[src/rtl/bias_loader_pkg.sv]
// bias_loader_pkg
//   Shared constants for the bias store writer and its users.
//   DATA_W          : width of one bias word (the CNN datapath word length)
//   BIAS_PER_LAYER  : channels per layer (32)
//   BIAS_LAYERS     : layers held in the store (LAYER0..LAYER3, AFFINE = 5)
//   BIAS_NUM        : total store depth (160)
//   LAYER0..AFFINE  : 4-bit layer select codes driven on cs_layer
package bias_loader_pkg;

    localparam int DATA_W         = 16;
    localparam int BIAS_PER_LAYER = 32;
    localparam int BIAS_LAYERS    = 5;
    localparam int BIAS_NUM       = BIAS_PER_LAYER * BIAS_LAYERS;
    localparam int IDX_W          = 8;
    localparam int BUS_W          = BIAS_PER_LAYER * DATA_W;

    localparam logic [IDX_W-1:0] LAST_IDX = IDX_W'(BIAS_NUM - 1);

    localparam logic [3:0] LAYER0 = 4'd0;
    localparam logic [3:0] LAYER1 = 4'd1;
    localparam logic [3:0] LAYER2 = 4'd2;
    localparam logic [3:0] LAYER3 = 4'd3;
    localparam logic [3:0] AFFINE = 4'd4;

endpackage

[src/rtl/bias_loader.sv]
// bias_loader
//   Writer side of the per-channel bias store. After a start pulse it
//   accepts BIAS_NUM words over a valid/ready handshake, word k going to
//   entry k (layer L, channel n lives at 32*L+n, AFFINE is L=4). It also
//   drives the 32 biases of the selected layer as a registered packed bus.
//
// Ports
//   clk        : rising-edge clock
//   rst_n      : asynchronous active-low reset; clears state and the store
//   start      : one-cycle request to begin a full load (ignored while busy)
//   s_valid    : a bias word is present on s_data
//   s_data     : bias word, stored bit-exact
//   s_ready    : word accepted this cycle when s_valid is high
//   busy       : load in progress
//   done       : one-cycle pulse after the final word is accepted
//   bias_valid : the whole store has been written and no load is running
//   cs_layer   : layer select code
//   bias_q     : selected layer's biases, channel n at [n*DATA_W +: DATA_W]
module bias_loader
    import bias_loader_pkg::*;
(
    input  logic              clk,
    input  logic              rst_n,
    input  logic              start,
    input  logic              s_valid,
    input  logic [DATA_W-1:0] s_data,
    output logic              s_ready,
    output logic              busy,
    output logic              done,
    output logic              bias_valid,
    input  logic [3:0]        cs_layer,
    output logic [BUS_W-1:0]  bias_q
);

    typedef enum logic [0:0] {
        ST_IDLE = 1'b0,
        ST_LOAD = 1'b1
    } state_t;

    state_t            state;
    state_t            state_next;
    logic [IDX_W-1:0]  idx;
    logic              accept;
    logic              last_word;

    logic [DATA_W-1:0] bias [BIAS_NUM];

    logic              layer_ok;
    logic [IDX_W-1:0]  offset;
    logic [BUS_W-1:0]  sel;

    // ------------------------------------------------------------------
    // Control FSM. s_ready is a pure function of state so the upstream
    // source never sees a combinational path from its own s_valid.
    // ------------------------------------------------------------------
    always_ff @(posedge clk or negedge rst_n) begin
        if (!rst_n) begin
            state <= ST_IDLE;
        end else begin
            state <= state_next;
        end
    end

    always_comb begin
        state_next = state;
        s_ready    = 1'b0;
        busy       = 1'b0;
        case (state)
            ST_IDLE: begin
                if (start) begin
                    state_next = ST_LOAD;
                end
            end
            ST_LOAD: begin
                s_ready = 1'b1;
                busy    = 1'b1;
                if (s_valid && (idx == LAST_IDX)) begin
                    state_next = ST_IDLE;
                end
            end
            default: begin
                state_next = ST_IDLE;
            end
        endcase
    end

    assign accept    = s_valid && s_ready;
    assign last_word = (idx == LAST_IDX);

    // Word counter, completion pulse and store-valid flag. The counter is
    // returned to zero on the final accept so it never runs past the store.
    always_ff @(posedge clk or negedge rst_n) begin
        if (!rst_n) begin
            idx        <= '0;
            done       <= 1'b0;
            bias_valid <= 1'b0;
        end else begin
            done <= accept && last_word;
            if ((state == ST_IDLE) && start) begin
                idx        <= '0;
                bias_valid <= 1'b0;
            end else if (accept) begin
                if (last_word) begin
                    idx        <= '0;
                    bias_valid <= 1'b1;
                end else begin
                    idx <= idx + 1'b1;
                end
            end
        end
    end

    // ------------------------------------------------------------------
    // Store. Reset clears every entry so a partial load never leaves
    // stale coefficients behind.
    // ------------------------------------------------------------------
    always_ff @(posedge clk or negedge rst_n) begin
        if (!rst_n) begin
            for (int i = 0; i < BIAS_NUM; i++) begin
                bias[i] <= '0;
            end
        end else if (accept) begin
            bias[idx] <= s_data;
        end
    end

    // ------------------------------------------------------------------
    // Read path: layer code to store offset, then a registered gather of
    // the 32 consecutive entries. Unknown codes read as all zeros.
    // ------------------------------------------------------------------
    always_comb begin
        layer_ok = 1'b1;
        offset   = '0;
        case (cs_layer)
            LAYER0:  offset = IDX_W'(0 * BIAS_PER_LAYER);
            LAYER1:  offset = IDX_W'(1 * BIAS_PER_LAYER);
            LAYER2:  offset = IDX_W'(2 * BIAS_PER_LAYER);
            LAYER3:  offset = IDX_W'(3 * BIAS_PER_LAYER);
            AFFINE:  offset = IDX_W'(4 * BIAS_PER_LAYER);
            default: layer_ok = 1'b0;
        endcase
    end

    always_comb begin
        sel = '0;
        if (layer_ok) begin
            for (int n = 0; n < BIAS_PER_LAYER; n++) begin
                sel[n*DATA_W +: DATA_W] = bias[offset + IDX_W'(n)];
            end
        end
    end

    always_ff @(posedge clk or negedge rst_n) begin
        if (!rst_n) begin
            bias_q <= '0;
        end else begin
            bias_q <= sel;
        end
    end

endmodule

[config.mk]
export PLATFORM = sky130hd
export DESIGN_NAME = bias_loader
export DESIGN_NICKNAME = d
export VERILOG_FILES = /design/src/rtl/bias_loader_pkg.sv /design/src/rtl/bias_loader.sv
export SDC_FILE = /design/constraint.sdc
export NUM_CORES = 2
export LEC_CHECK = 0
export CAP_MARGIN = 0
export CORE_MARGIN = 2
export CORE_UTILIZATION = 46
export DETAILED_ROUTE_END_ITERATION = 10
export SYNTH_ARGS = -nofsm -noshare
export SYNTH_HDL_FRONTEND = slang
export SYNTH_SLANG_ARGS = --single-unit
export TNS_END_PERCENT = 5
[constraint.sdc]
create_clock -name clk -period 2.89 [get_ports clk]
set_clock_uncertainty 0.1 [all_clocks]
set_input_delay 0.7225 -clock clk [delete_from_list [all_inputs] [get_ports clk]]
set_output_delay 0.7225 -clock clk [all_outputs]
set_load 0.005 [all_outputs]
Word-level counts from Yosys, hierarchy flattened
Index checks and enable logic that the tools add are counted.
{"block": "classes", "reduce_logical": 10, "n_addsub": 32, "eq_ne": 5, "magnitude_cmp": 34, "n_bitwise": 34, "muxes": 112}
{"op": "$bmux 16 s8", "n": 32}
{"op": "$bwmux 2560", "n": 1}
{"op": "$mux 16", "n": 65}
{"op": "$mux 512", "n": 1}
{"op": "$ge 9x9->1 const B", "n": 33}
{"op": "$not 8->9", "n": 33}
{"op": "$add 8x5->8 const B", "n": 16}
{"op": "$demux 16 s8", "n": 1}
{"op": "$add 8x4->8 const B", "n": 8}
{"op": "$add 8x3->8 const B", "n": 4}
{"op": "$pmux 8 s4", "n": 1}
{"op": "$mux 8", "n": 3}
{"op": "$add 8x1->8 const B", "n": 2}
{"op": "$add 8x2->8 const B", "n": 2}
{"op": "$lt 9x1->1 const B", "n": 1}
{"op": "$eq 4x2->1 const B", "n": 2}
{"op": "$eq 8x8->1 const B", "n": 1}
{"op": "$mux 1", "n": 7}
{"op": "$logic_and 1x1->1", "n": 5}
{"op": "$reduce_or 5->1", "n": 1}
{"op": "$eq 4x1->1 const B", "n": 1}
{"op": "$eq 4x3->1 const B", "n": 1}
{"op": "$logic_not 4->1", "n": 1}
{"op": "$reduce_bool 2->1", "n": 2}
{"op": "3 further kinds", "n": 3}
{"block": "word_totals", "ff_bits": 3083, "output_inout_bits": 516, "in_bits": 24}

Depth between registers and ports, before layout
{"block": "depth", "ltp_word": 8, "depth_mapped": 8}

Worst setup path after synthesis
No wires, ideal clock.
{"block": "synth_path", "path_type": "input-to-reg", "from": "input s_valid", "to": "register bias[1000] (netlist bit)", "cell_stages": 7, "required_ns": 2.665, "slack_ns": 0.235, "t_arrival_ns": 2.430, "path_cell_list": "clkbuf_1 > nand4b_1 > clkbuf_1 > buf_2 > nor3_2 > buf_4 > mux2_2"}
{"block": "synth_between", "elab_chain_len": 1}
{"item": "start: declaration", "line_no": "bias_loader.sv:25", "source": "input logic s_valid,"}
{"item": "$logic_and 1x1->1", "line_no": "bias_loader.sv:87", "source": "assign accept = s_valid && s_ready;"}
{"item": "end signal: indexed assignment", "line_no": "bias_loader.sv:123", "source": "bias[idx] <= s_data;"}
{"item": "end: declaration", "line_no": "bias_loader.sv:46", "source": "logic [DATA_W-1:0] bias [BIAS_NUM];"}
No other way between the ends.
A chain may end at the register's enable or synchronous reset.

Final worst setup path
{"block": "layout_path", "from": "register bias_q[255]", "to": "output bias_q[255]"}
{"item": "start: declaration", "line_no": "bias_loader.sv:32", "source": "output logic [BUS_W-1:0] bias_q"}
{"item": "start signal: assignment", "line_no": "bias_loader.sv:157", "source": "bias_q <= sel;"}
No word-level cell between the ends.

==> run summary <==
Status: complete, no violations
Ys flop type: dfrtp_1
# DRC: 0
Mux contribution to synthesized area: 26.0%
Syn avg cell area: 14.1 um^2
Area added between synthesis and finish: 20.9%
Worst path top cell family by delay: buffers and inverters
Hold Violations, Final: 0
FF+latch area: 0.0772 mm^2
Max Slew Vio Count: 0
WP buf/inv: 1
Top cell type's share of synthesized area: 58.9%
Area of the mapped netlist: 0.131 mm^2
CTS tree: built
Yosys warns: 0
PD cells: 726 mW/mm^2
FF+latch count, synth: 3,083
Worst Tran Pin Value: 0.784 ns
Synth Area in XOR/XNOR: 0%
Hold WS: 0.143 ns
Peak VDD IR: 472 uV
CTS clk-pin slew, worst paths: 0.06 ns
Syn Inst Count: 9,286
Clock Latency Late Sink: 0.93 ns
Worst EP required: 2.07 ns
Post-layout net count: 10,100
Worst hold path type: in -> reg
Largest family of logic cells by synthesized area: multiplexers
Highest-count cells in the layout ignoring fill and taps: dfrtp_1, mux2_2, clkdlybuf4s50_1
GRT Util Overall: 26.0%
Netlist cell types: 43
Initial antenna violation count: 8
Tcrit/Tclk final: 98.7%
Final Core Density: 55.8%
ANT nets after route: 0
Leakage: 74.8 nW
Vias: 80,400
Critical Path Source Type: flip-flop
Synth Net Count: 9,314
I/O pin total: 540
Sink Count: 3,083
Detailed Route Iter0 Violations: 5,586
Area of the multi-input gates: 0.0481 mm^2
Crit path arrival time: 2.03 ns
Die ar.: 0.289 mm^2
Tmin final: 2.85 ns
Met1 Usage GRT: 37.7%
Fmax: 351 MHz
Final setup TNS: 0 ns
Synth Area in Simple Gates: 3.16%
Layout cell share with drive strength beyond 1: 39.1%
Final wirelength: 376,000 um
Crit. End Element: primary output
Adder-Cell Fraction of Synth Area: 0.0382%
Post-synth top area cell: dfrtp_1
Die Wd: 538 um
Clk root buf: clkbuf_16
Drt wl/cell: 26.6 um
CTS Buf Count: 332
CP max stage delay: 0.57 ns
Vias in the first global route: 84,100
# port buffers: 539
CP Class: reg -> out
RSZ-0062 raised after global routing: no
Vias per cell: 5.69
Dpl hpwl: 240,000 um
Endpoints failing setup: 0
Sequential fraction of the synthesis area: 58.9%
Max-cap violation count: 0
Drt pass-1 iters: 5
Grt met2 use: 41.0%
Die height: 538 um
Initial Util: 46.1%
Core ar.: 0.284 mm^2
Top cells by area, synth: dfrtp_1, mux2_2, mux2i_1, a221o_1, a2bb2oi_1
CP max FO: 2
Total gr overflow: 0
Compound-Gate Fraction of Synth Area: 7.42%
Crit-path cells: clkdlybuf4s50_1
Number of flops mapped to enable cells by yosys: 0
CP max stage cell: clkdlybuf4s50_1
H-tree depth: 5
Met3 Track Usage GR: 3.40%
Global-route wire length before repair: 566,000 um
Max-slew headroom: 47.7%
Largest net degree at the start of global routing: 112
Site Rows: 196
Longest Clk Path Bufs: 4
Synth async-reset ratio: 100%
Placer congestion estimate: 0.811
GR peak layer: met2
Fill cells: 22,700
Commonest non-fill, non-tap cell in the layout: dfrtp_1
[where the power goes]
part / switching (mW) / internal [mW]
registers: 3.64 / 50.2
logic: 7.82 / 9.53
clock network: 18.0 / 25.8
total: 29.5 / 85.6
[cell usage after synthesis, types with 5 or more instances]
cell and count:
a21oi_1 5, or3_1 12, buf_2 156, mux2i_1 512
clkbuf_1 546, mux2_4 40, nand3_1 5, mux2_2 2486
a221o_1 511, nor3_2 98, mux2_1 35, inv_1 516
a2bb2oi_1 511, nand2_1 520, o31ai_1 6, buf_4 48
dfrtp_1 3083, buf_6 54, nor3_4 52, buf_1 42
[cell type report]
type	count	share of cell area (%)
multi-input combinational	4840	30.4
antenna	6	0.00947
sequential	3083	48.7
clock inverter	124	1.04
inverter	516	1.22
tap	3762	2.97
timing repair buffer	1323	9.61
clock buffer	476	6.11
[registers in the layout (all words and copies together), names as in the netlist]
name,count
bias,2560
bias_valid,1
bias_q,512
done,1
idx,8
state,1
[worst reg2reg max path: cells and delay by family (launching register included)]
family        cells  cell delay (ns)
simple gates      2             0.95
flops             1             0.43
buf+inv           3             0.69
mux               1             0.38
[worst paths after layout]
kind,start,end,slack (ns),depth (start not counted)
max,bias_q[255],bias_q[255],0.04,1
min,s_data[8],bias[104],0.14,2
max reg2reg,idx[5],bias[2278],0.23,6
min reg2reg,bias[2312],bias[2312],0.39,1
max in group asynchronous,rst_n,bias[448],1.20,5
min in group asynchronous,rst_n,bias[1649],0.24,2
[logic make-up after synthesis]
group / Yosys count
flops: 3083
mux: 3073
buf+inv: 1363
compound gates: 1043
simple gates: 720
fa+ha+maj: 4
[through the flow]
stage | total power, mW | cells | cell area (um^2) | setup WS (ns)
after floorplan | 64.9 | 9286 | 131000 | 0.235
after global placement | 71.2 | 13500 | 147000 | -0.281
after detailed placement | 72.2 | 13500 | 147000 | -0.211
after CTS | 116 | 14100 | 159000 | 0.00330
after global routing | 120 | 14100 | 159000 | 0.0297
final | 115 | 14100 | 159000 | 0.0388
[layer usage]
layer / up-vias / share of wire [%] / wire length [um]
met5: - / 0.0035 / 13
met4: 2 / 2.9 / 11000
met3: 496 / 4.5 / 16800
met2: 1857 / 47 / 175000
met1: 43200 / 46 / 173000
li1: 34800 / - / -
[timing repair]
item | CTS | global route
endpoints found under the hold margin | 355 | 0
hold buffers | 1 | 0
gates resized for setup | 11 | 0
endpoints found under the setup margin | 12 | 0
setup buffers | 1 | 0
No activity file was read; power rests on OpenSTA's default activity.
